===== config.mk =====
export PLATFORM = sky130hd
export DESIGN_NAME = word32_serializer
export DESIGN_NICKNAME = d
export VERILOG_FILES = /design/src/rtl/word32_serializer.sv
export SDC_FILE = /design/constraint.sdc
export NUM_CORES = 1
export LEC_CHECK = 0
export ABC_AREA = 1
export CELL_PAD_IN_SITES_DETAIL_PLACEMENT = 1
export CELL_PAD_IN_SITES_GLOBAL_PLACEMENT = 1
export CORE_ASPECT_RATIO = 0.7
export CORE_MARGIN = 5
export CORE_UTILIZATION = 36
export CTS_CLUSTER_DIAMETER = 30
export DETAILED_ROUTE_END_ITERATION = 10
export GPL_TIMING_DRIVEN = 0
export PLACE_DENSITY = 0.76
export REMOVE_ABC_BUFFERS = 1
export SLEW_MARGIN = 20
export SYNTH_ARGS = -nofsm -noshare
export SYNTH_HDL_FRONTEND = slang
export SYNTH_SLANG_ARGS = --single-unit

===== constraint.sdc =====
create_clock -name clk -period 1.6 [get_ports clk]
set_input_delay 0.48 -clock clk [delete_from_list [all_inputs] [get_ports clk]]
set_output_delay 0.48 -clock clk [all_outputs]
set_load 0.05 [all_outputs]

===== src/rtl/word32_serializer.sv =====
// 32-bit parallel-to-serial converter with valid/ready handshakes on both sides.
// Optional even-parity trailer bit when SER_PARITY_EN is defined.
module word32_serializer #(
   parameter bit MSB_FIRST = 1'b1
) (
   input  logic        clk,
   input  logic        rst_n,
   input  logic [31:0] din,
   input  logic        din_valid,
   output logic        din_ready,
   output logic        sout,
   output logic        sout_valid,
   input  logic        sout_ready,
   output logic        busy,
   output logic        word_done
);

`ifdef SER_PARITY_EN
   typedef enum logic [1:0] {
      IDLE   = 2'd0,
      SHIFT  = 2'd1,
      PARITY = 2'd2,
      DONE   = 2'd3
   } state_t;
`else
   typedef enum logic [1:0] {
      IDLE  = 2'd0,
      SHIFT = 2'd1,
      DONE  = 2'd2
   } state_t;
`endif

   state_t      state_q, state_d;
   logic [31:0] shreg_q, shreg_d;
   logic [4:0]  cnt_q, cnt_d;
`ifdef SER_PARITY_EN
   logic        par_q, par_d;
`endif

   always_ff @(posedge clk) begin
      if (!rst_n) begin
         state_q <= IDLE;
         shreg_q <= '0;
         cnt_q   <= '0;
`ifdef SER_PARITY_EN
         par_q   <= 1'b0;
`endif
      end else begin
         state_q <= state_d;
         shreg_q <= shreg_d;
         cnt_q   <= cnt_d;
`ifdef SER_PARITY_EN
         par_q   <= par_d;
`endif
      end
   end

   always_comb begin
      state_d    = state_q;
      shreg_d    = shreg_q;
      cnt_d      = cnt_q;
`ifdef SER_PARITY_EN
      par_d      = par_q;
`endif
      din_ready  = 1'b0;
      sout       = 1'b0;
      sout_valid = 1'b0;
      busy       = 1'b1;
      word_done  = 1'b0;
      unique case (state_q)
         IDLE: begin
            din_ready = 1'b1;
            busy      = 1'b0;
            if (din_valid) begin
               shreg_d = din;
               cnt_d   = 5'd0;
               state_d = SHIFT;
`ifdef SER_PARITY_EN
               par_d   = ^din;
`endif
            end
         end
         SHIFT: begin
            sout_valid = 1'b1;
            sout       = MSB_FIRST ? shreg_q[31] : shreg_q[0];
            if (sout_ready) begin
               shreg_d = MSB_FIRST ? {shreg_q[30:0], 1'b0}
                                   : {1'b0, shreg_q[31:1]};
               cnt_d   = cnt_q + 5'd1;
               // Last bit: park the counter rather than wrap into a second pass.
               if (cnt_q == 5'd31) begin
                  cnt_d = 5'd0;
`ifdef SER_PARITY_EN
                  state_d = PARITY;
`else
                  state_d = DONE;
`endif
               end
            end
         end
`ifdef SER_PARITY_EN
         PARITY: begin
            sout_valid = 1'b1;
            sout       = par_q;
            if (sout_ready) state_d = DONE;
         end
`endif
         DONE: begin
            word_done = 1'b1;
            state_d   = IDLE;
         end
         default: state_d = IDLE;
      endcase
   end

endmodule


Word-level counts from Yosys, hierarchy flattened
Index checks and enable logic that the tools add are counted.
{ "word_totals": {"register_bits": 39, "in_bits": 36, "output_inout_bits": 5, "elab_cells": 30} }
{ "op_classes": {"addsub": 1, "eq_ne": 6, "n_mux": 16, "n_reduce_logical": 4} }
{ "ops": {"columns": ["op", "n"], "rows": [
  ["2-to-1 mux 32 bit", 2],
  ["one-hot mux 32 bit (2 select lines)", 1],
  ["2-to-1 mux 5 bit", 3],
  ["one-hot mux 5 bit (2 select lines)", 1],
  ["2-to-1 mux 2 bit", 3],
  ["inequality test 2 bit (second input constant)", 3],
  ["AND reduction 3 bit", 2],
  ["adder 5 x 1 -> 5 bit (second input constant)", 1],
  ["== test 5 bit (second input constant)", 1],
  ["2-to-1 mux 1 bit", 5],
  ["one-hot mux 2 bit (2 select lines)", 1],
  ["== test 2 x 1 -> 1 bit (second input constant)", 1],
  ["== test 2 bit (second input constant)", 1],
  ["logical NOT 2 bit", 1],
  ["nonzero test 2 bit", 1]
]} }

Depth between registers and ports, before layout
Gate-level depths: netlist (run 1).
{ "depth": {"word_depth": 4, "depth_mapped": 9, "depth_no_buf": 9} }

Least setup slack after synthesis (run 1)
No wires, ideal clock.
{ "synth_timing": {"kind": "reg-to-output", "start": "register state_q[0]", "end": "output port sout", "arrival_time_ns": 1.491, "t_required_ns": 1.120, "setup_slack_ns": -0.371, "stages_incl_launch_ff": 6, "n_path_buf": 1, "path_cell_list": "dfxtp_1 -> inv_2 -> nor2_8 -> inv_2 -> buf_2 -> nor2_1"} }
{ "synth_via": {"elab_chain_cells": 2} }
{ "synth_rtl": {"columns": ["item", "line_no", "rtl"], "rows": [
  ["start: declaration", "33", "state_t state_q, state_d;"],
  ["start signal: assignment", "49", "state_q <= state_d;"],
  ["== test 2 x 1 -> 1 bit", "70", "unique case (state_q)"],
  ["2-to-1 mux 1 bit", "70", null],
  ["end: declaration", "11", "output logic sout,"]
]} }
No other way between the ends.

Worst setup path after layout (run 1)
Same ends and word-level chain as after synthesis.

==> flow_results.xml, run 1 <==
<?xml version="1.0" encoding="UTF-8"?>
<metrics>
  <group name="finish">
    <metric name="post-route-util" unit="">0.480</metric>
    <metric name="fin_cells" unit="">416</metric>
    <metric name="synthToLayoutAreaGrowth" unit="%">31.9</metric>
    <metric name="final_area" unit="mm²">0.00271</metric>
    <metric name="drive_above_1_share" unit="">0.261</metric>
    <metric name="antenna_diode_count" unit="">0</metric>
    <metric name="final_net_count" unit="">378</metric>
  </group>
  <group name="floorplan">
    <metric name="dieArea" unit="mm²">0.00734</metric>
    <metric name="number_of_rows_created_at_floorplan" unit="">23</metric>
    <metric name="design.portCount" unit="">41</metric>
    <metric name="core_area" unit="mm²">0.00564</metric>
    <metric name="starting_utilization_of_the_core_area" unit="">0.364</metric>
    <metric name="floorplan.die.width" unit="µm">100</metric>
    <metric name="dieHeight" unit="µm">73.2</metric>
  </group>
  <group name="grt">
    <metric name="number_of_antenna_violations_at_the_first_check_in_global_routing" unit="">0</metric>
    <metric name="pin_count_of_the_biggest_net_entering_global_routing" unit="">36</metric>
    <metric name="groute.usage.overall" unit="">0.162</metric>
    <metric name="overall_overflow_remaining_after_global_route" unit="">0</metric>
    <metric name="grt_pass1_vias" unit="">1993</metric>
    <metric name="grt_pass1_wl" unit="µm">9430</metric>
  </group>
  <group name="placement">
    <metric name="detailed_place_hpwl" unit="µm">3260</metric>
    <metric name="port_buffers" unit="">40</metric>
    <metric name="placed_cells_incl_taps" unit="">391</metric>
    <metric name="final_wtd_congestion" unit="">0.730</metric>
    <metric name="placedInstanceArea" unit="mm²">0.00241</metric>
  </group>
  <group name="synth">
    <metric name="synthFlopType" unit="">dfxtp_1</metric>
    <metric name="synth_largest_type_area_fraction" unit="">0.380</metric>
    <metric name="post_synth_instance_area" unit="mm²">0.00205</metric>
    <metric name="synth.ff_latch_count" unit="">39</metric>
    <metric name="netlist.top_cell.by_area" unit="">dfxtp_1</metric>
    <metric name="warnings_synthesis" unit="">0</metric>
    <metric name="syn_avg_cell_area" unit="µm²">7.06</metric>
    <metric name="postSynthCellCount" unit="">291</metric>
    <metric name="synth.top_cells.by_count" unit="">nand2_1, nor2_2, dfxtp_1</metric>
    <metric name="ys_seq_area_frac" unit="">0.380</metric>
    <metric name="synthTopCellsByArea" unit="">dfxtp_1, nand2_1, nor2_2, o21ai_0, nor2_1</metric>
    <metric name="async_reset_ff_frac" unit="">0</metric>
    <metric name="synthMostInstantiatedCell" unit="">nand2_1</metric>
    <metric name="synth.distinct_cells" unit="">26</metric>
    <metric name="synth_edf_count" unit="">0</metric>
  </group>
  <group name="timing">
    <metric name="max_freq" unit="MHz">613</metric>
    <metric name="report.final.slew_viol_count" unit="">0</metric>
    <metric name="finalWorstPathRequiredPeriod" unit="ns">1.63</metric>
    <metric name="timing.setup.tns" unit="ns">-0.0580</metric>
    <metric name="hold_viol" unit="">0</metric>
    <metric name="worst-slew-pin-transition" unit="ns">0.630</metric>
    <metric name="min_period_over_period" unit="">1.02</metric>
    <metric name="clock_skew" unit="ns">0.00823</metric>
    <metric name="rel_slew_slack" unit="">0.580</metric>
    <metric name="report.final.setup_viol" unit="">2</metric>
    <metric name="post-route-worst-setup-slack" unit="ns">-0.0308</metric>
    <metric name="grt_setup_unrepaired" unit="">yes</metric>
  </group>
  <group name="routing">
    <metric name="routed_wire_length_per_instance" unit="µm">14.0</metric>
    <metric name="route.detailed.drc" unit="">0</metric>
    <metric name="drt-vias-per-instance" unit="">4.80</metric>
    <metric name="detail-route-antenna-nets" unit="">0</metric>
    <metric name="dr_total_vias" unit="">1996</metric>
    <metric name="drt_first_iter_violations" unit="">84</metric>
    <metric name="drt-total-wl" unit="µm">5840</metric>
    <metric name="drt_first_pass_iters" unit="">4</metric>
  </group>
  <group name="worst_setup_path">
    <metric name="regToRegSetupSlack" unit="ns">0.12</metric>
    <metric name="worstSetupPathType" unit="">reg -&gt; out</metric>
    <metric name="crit_arrival" unit="ns">1.15</metric>
    <metric name="worstSetupEndpointType" unit="">output pin</metric>
    <metric name="startpoint_type" unit="">flop</metric>
    <metric name="required" unit="ns">1.12</metric>
    <metric name="worst-path-max-fanout" unit="">7</metric>
  </group>
  <group name="clock_network">
    <metric name="tritoncts" unit="">built</metric>
    <metric name="worst_setup_hold_path_clk_slew" unit="ns">0.07</metric>
    <metric name="numCtsBuffers" unit="">5</metric>
    <metric name="h-tree-depth" unit="">2</metric>
    <metric name="cts_buffer_depth" unit="">2</metric>
    <metric name="cts-root-buf" unit="">clkbuf_8</metric>
    <metric name="holdBufCountCts" unit="">0</metric>
    <metric name="clk_latency" unit="ns">0.29</metric>
    <metric name="clock_sinks" unit="">39</metric>
  </group>
  <group name="outcome">
    <metric name="outcome" unit="">finished with violations</metric>
    <metric name="failed_checks" unit="">setup timing</metric>
  </group>
  <group name="power">
    <metric name="ir_worst_vdd" unit="V">0.000358</metric>
    <metric name="power_density" unit="mW/mm²">881</metric>
    <metric name="p_leak" unit="nW">1.18</metric>
  </group>
  <group name="flow_run">
    <metric name="timing.max_cap.violations" unit="">0</metric>
  </group>
  <group name="worst_hold_path">
    <metric name="hold_path_class" unit="">reg -&gt; reg</metric>
  </group>
</metrics>
[cells in the final DEF, fill, tap and decap left out, types with 3 or more instances in the layout]
cell	instances
a21oi_1	5
o21ai_1	3
nand3_1	5
inv_1	5
inv_2	3
nor2_2	40
o21ai_0	30
buf_6	4
dfxtp_1	36
buf_4	12
nor2_4	4
clkbuf_8	5
nand2_1	103
clkdlybuf4s50_1	34
nor2_1	25
[metrics by stage]
step | power (W) | setup WS [ns] | hold slack, ns
CTS | 0.00239 | -0.0920 | 0.481
floorplan | 0.00146 | -0.783 | 0.441
detailed placement | 0.00167 | -1.25 | 0.463
finish | 0.00239 | -0.0308 | 0.478
global placement | 0.00165 | -1.22 | 0.456
global route | 0.00253 | -0.0823 | 0.495
[area by class of cell]
class / count / area, µm²
Clock inverter: 1 / 5.00
Timing Repair Buffer: 54 / 537
Sequential cell: 39 / 790
Clock buffer: 7 / 76.3
Timing Repair inverter: 1 / 8.76
Inverter: 11 / 66.3
Multi-Input combinational cell: 228 / 1130
Tap cell: 75 / 93.8
Fill cell: 720 / 2930
[flip-flops by register name (all words and copies together), names as in the netlist]
signal   count
shreg_q     32
cnt_q        5
state_q      2
[kinds of logic after synthesis]
| kind of cell | synth area share |
|---|---|
| fa+ha+maj | 0.0122 |
| compound gates | 0.0993 |
| simple gates | 0.418 |
| buf+inv | 0.0907 |
| flops | 0.380 |
[worst max-delay path, cell delays in order (launching register included)]
cell and delay, ns:
dfxtp_4 0.38, inv_6 0.05, nor2_8 0.15, inv_12 0.05, nor2_4 0.07, buf_6 0.16
[repair_timing]
item	CTS	global route
pin swaps	2	3
gates resized for setup	48	13
setup endpoints to repair	44	7
hold endpoints to repair	0	0
cloned	3	0
buffers inserted	8	6
[metal layers]
| layer | wire length (µm) | part of all wire | global-route usage |
|---|---|---|---|
| met3 | 300 | 0.051 | 0.0430 |
| met1 | 2710 | 0.46 | 0.205 |
| met2 | 2730 | 0.47 | 0.270 |
| met5 | 0 | 0 | 0 |
| met4 | 108 | 0.018 | 0.0553 |
[worst paths after layout]
path,from,end,cells after the start
setup / recovery,state_q[0],sout,5
hold / removal,shreg_q[0],shreg_q[0],2
setup reg to reg,cnt_q[0],cnt_q[3],9
hold reg to reg,shreg_q[0],shreg_q[0],2
[power by group]
part           internal, W  total, W  switching (W)
registers          0.00106   0.00111      0.0000469
clock network     0.000306  0.000644       0.000338
logic             0.000271  0.000638       0.000367
No activity file was read; power rests on OpenSTA's default activity.
==> run 2: changes to the inputs <==
--- a/config.mk
+++ b/config.mk
@@ -13,7 +13,6 @@
 export CORE_UTILIZATION = 36
 export CTS_CLUSTER_DIAMETER = 30
 export DETAILED_ROUTE_END_ITERATION = 10
-export GPL_TIMING_DRIVEN = 0
 export PLACE_DENSITY = 0.76
 export REMOVE_ABC_BUFFERS = 1
 export SLEW_MARGIN = 20
==> run 2 against run 1 <==
  * The flow still finishes with violations (setup timing)
  * Highest routed layer unchanged
  * Sequential power hardly changed
  * Utilization is 1.2 points higher
  * Die area did not move
  * Hold slack worse by 0.0012 ns
  * Critical path type unchanged
  * Cell count unchanged
  * First-iteration DRC count decreased by 8.3%
  * Maximum frequency grew 1.6%
  * Clock skew down 0.0044 ns
  * Register-to-register slack got worse by 0.03 ns
  * Clock-buffer cell count up 1
  * Combinational power increased by 0.9%
==> flow_results.xml, run 2 (synthesized netlist as in run 1, its figures left out) <==
<?xml version="1.0" encoding="UTF-8"?>
<metrics>
  <group name="timing">
    <metric name="report.final.slew_viol_count" unit="">0</metric>
    <metric name="report.final.setup_viol" unit="">1</metric>
    <metric name="max_freq" unit="MHz">623</metric>
    <metric name="holdWs" unit="ns">0.476</metric>
    <metric name="post-route-worst-setup-slack" unit="ns">-0.00530</metric>
    <metric name="worst-slew-pin-transition" unit="ns">0.335</metric>
    <metric name="clock_skew" unit="ns">0.00384</metric>
    <metric name="finalWorstPathRequiredPeriod" unit="ns">1.61</metric>
    <metric name="grt_setup_unrepaired" unit="">yes</metric>
    <metric name="rel_slew_slack" unit="">0.777</metric>
    <metric name="min_period_over_period" unit="">1.00</metric>
    <metric name="timing.setup.tns" unit="ns">-0.00530</metric>
    <metric name="hold_viol" unit="">0</metric>
  </group>
  <group name="finish">
    <metric name="regArea" unit="µm²">787</metric>
    <metric name="fillCellCount" unit="">718</metric>
    <metric name="multi_input_comb_area" unit="mm²">0.00112</metric>
    <metric name="post-route-util" unit="">0.492</metric>
    <metric name="drive_above_1_share" unit="">0.258</metric>
    <metric name="largestRegisters" unit="">shreg_q x32, cnt_q x5, state_q x2</metric>
    <metric name="antenna_diode_count" unit="">0</metric>
    <metric name="final_common_cell" unit="">nand2_1</metric>
    <metric name="registers.top_by_ff_count" unit="">shreg_q</metric>
    <metric name="final_net_count" unit="">378</metric>
    <metric name="synthToLayoutAreaGrowth" unit="%">35.2</metric>
    <metric name="largest_register_ffs" unit="">32</metric>
    <metric name="layout.cells.most_common_list" unit="">nand2_1, nor2_2, dfxtp_1, clkdlybuf4s50_1, o21ai_0</metric>
  </group>
  <group name="grt">
    <metric name="overall_overflow_remaining_after_global_route" unit="">0</metric>
    <metric name="pin_count_of_the_biggest_net_entering_global_routing" unit="">34</metric>
    <metric name="number_of_antenna_violations_at_the_first_check_in_global_routing" unit="">0</metric>
    <metric name="grt_pass1_vias" unit="">2046</metric>
    <metric name="grt_pass1_wl" unit="µm">9450</metric>
    <metric name="groute.usage.overall" unit="">0.159</metric>
  </group>
  <group name="floorplan">
    <metric name="dieHeight" unit="µm">73.2</metric>
    <metric name="dieArea" unit="mm²">0.00734</metric>
    <metric name="core_area" unit="mm²">0.00564</metric>
    <metric name="design.portCount" unit="">41</metric>
    <metric name="floorplan.die.width" unit="µm">100</metric>
    <metric name="number_of_rows_created_at_floorplan" unit="">23</metric>
    <metric name="starting_utilization_of_the_core_area" unit="">0.364</metric>
  </group>
  <group name="worst_hold_path">
    <metric name="timing.hold.worst_endpoint" unit="">shreg_q[0]</metric>
    <metric name="min_path_cells" unit="">2</metric>
    <metric name="worst_min_delay_path_startpoint" unit="">shreg_q[0]</metric>
    <metric name="hold_path_class" unit="">reg -&gt; reg</metric>
  </group>
  <group name="worst_setup_path">
    <metric name="timing.critical_path.slowest_cell_delay" unit="ns">0.35</metric>
    <metric name="worstSetupPathType" unit="">reg -&gt; out</metric>
    <metric name="timing.critical_path.cells" unit="">inv_4 &gt; nor2_8 &gt; inv_2 &gt; nor2_4 &gt; buf_12</metric>
    <metric name="regToRegSetupSlack" unit="ns">0.09</metric>
    <metric name="slowest_stage" unit="">dfxtp_2</metric>
    <metric name="timing.rr.start" unit="">cnt_q[0]</metric>
    <metric name="required" unit="ns">1.12</metric>
    <metric name="crit-reg2reg-capture" unit="">cnt_q[0]</metric>
    <metric name="startpoint_type" unit="">flop</metric>
    <metric name="worst-path-max-fanout" unit="">4</metric>
    <metric name="worstSetupEndpointType" unit="">output pin</metric>
    <metric name="crit_arrival" unit="ns">1.13</metric>
    <metric name="cells_on_worst_reg2reg_path" unit="">8</metric>
  </group>
  <group name="flow_run">
    <metric name="timing.max_cap.violations" unit="">0</metric>
  </group>
  <group name="placement">
    <metric name="port_buffers" unit="">40</metric>
    <metric name="detailed_place_hpwl" unit="µm">3830</metric>
    <metric name="detailedPlace.worstSlack" unit="ns">-0.128</metric>
    <metric name="final_wtd_congestion" unit="">0.751</metric>
  </group>
  <group name="routing">
    <metric name="drt_first_pass_iters" unit="">5</metric>
    <metric name="drt_first_iter_violations" unit="">77</metric>
    <metric name="route.detailed.drc" unit="">0</metric>
    <metric name="routed_wire_length_per_instance" unit="µm">13.4</metric>
    <metric name="detail-route-antenna-nets" unit="">0</metric>
    <metric name="dr_total_vias" unit="">1976</metric>
    <metric name="drt-total-wl" unit="µm">5570</metric>
    <metric name="drt-vias-per-instance" unit="">4.75</metric>
  </group>
  <group name="power">
    <metric name="power_density" unit="mW/mm²">895</metric>
    <metric name="ir_worst_vdd" unit="V">0.000536</metric>
    <metric name="p_leak" unit="nW">1.22</metric>
  </group>
  <group name="clock_network">
    <metric name="clk_latency" unit="ns">0.29</metric>
    <metric name="tritoncts" unit="">built</metric>
    <metric name="cts_buffer_depth" unit="">2</metric>
    <metric name="numCtsBuffers" unit="">5</metric>
    <metric name="h-tree-depth" unit="">2</metric>
    <metric name="cts-root-buf" unit="">clkbuf_8</metric>
    <metric name="worst_setup_hold_path_clk_slew" unit="ns">0.08</metric>
    <metric name="holdBufCountCts" unit="">0</metric>
    <metric name="clock_sinks" unit="">39</metric>
  </group>
  <group name="outcome">
    <metric name="failed_checks" unit="">setup timing</metric>
    <metric name="outcome" unit="">finished with violations</metric>
  </group>
</metrics>
run 2: cell types whose count changed in the layout (fill, tap and decap cells not counted), sizes merged:
cell | previous run | this run
clkbuf | 7 | 8
clkdlybuf4s15 | 1 | 0
nand2 | 107 | 106
clkinv | 1 | 0
buf | 19 | 22
nor2 | 70 | 69
clkdlybuf4s50 | 34 | 35
inv | 12 | 11
run 2: per-layer routing:
layer / vias to the layer above / GRT usage / routed length, µm
li1: 1008 / - / -
met1: 926 / 0.205 / 2710
met2: 34 / 0.272 / 2580
met3: 8 / 0.0382 / 197
met4: 0 / 0.0359 / 75
met5: - / 0 / 0
run 2: area by class of cell:
class | count | area share
Multi-Input combinational cell | 226 | 0.402
Sequential cell | 39 | 0.283
Timing Repair Buffer | 57 | 0.226
Clock buffer | 8 | 0.0360
Tap cell | 75 | 0.0338
Inverter | 11 | 0.0185
run 2: worst max-delay path by stage:
| stage | startpoint | endpoint | slack (ns) |
|---|---|---|---|
| floorplan | state_q[0] | sout | -0.78 |
| global placement | sout_ready | shreg_q[8] | -0.08 |
| detailed placement | sout_ready | shreg_q[18] | -0.13 |
| CTS | state_q[0] | sout | -0.05 |
| global route | state_q[0] | sout | -0.04 |
| finish | state_q[0] | sout | -0.005 |
run 2: timing repair:
item | in CTS | in global routing
endpoints found under the hold margin | 0 | 0
cloned | 0 | 0
buffers inserted | 0 | 5
gates resized for setup | 6 | 8
endpoints found under the setup margin | 4 | 5
pin swaps | 0 | 3
run 2: critical path, delay by kind of cell (launching register included):
family / cells / cell delay [ns]
flops: 1 / 0.35
buf+inv: 3 / 0.25
simple gates: 2 / 0.23
run 2: through the flow:
| stage | cells | cell area [µm²] | power [W] |
|---|---|---|---|
| finish | 416 | 2780 | 0.00248 |
| global route | 416 | 2780 | 0.00262 |
| CTS | 411 | 2720 | 0.00249 |
| detailed placement | 403 | 2600 | 0.00175 |
| global placement | 403 | 2600 | 0.00173 |
| floorplan | 276 | 1920 | 0.00146 |
run 2: where the power goes:
part           switching [W]  internal [W]
Clock               0.000343      0.000394
Combinational       0.000353      0.000291
Sequential         0.0000446       0.00106
Total               0.000741       0.00174
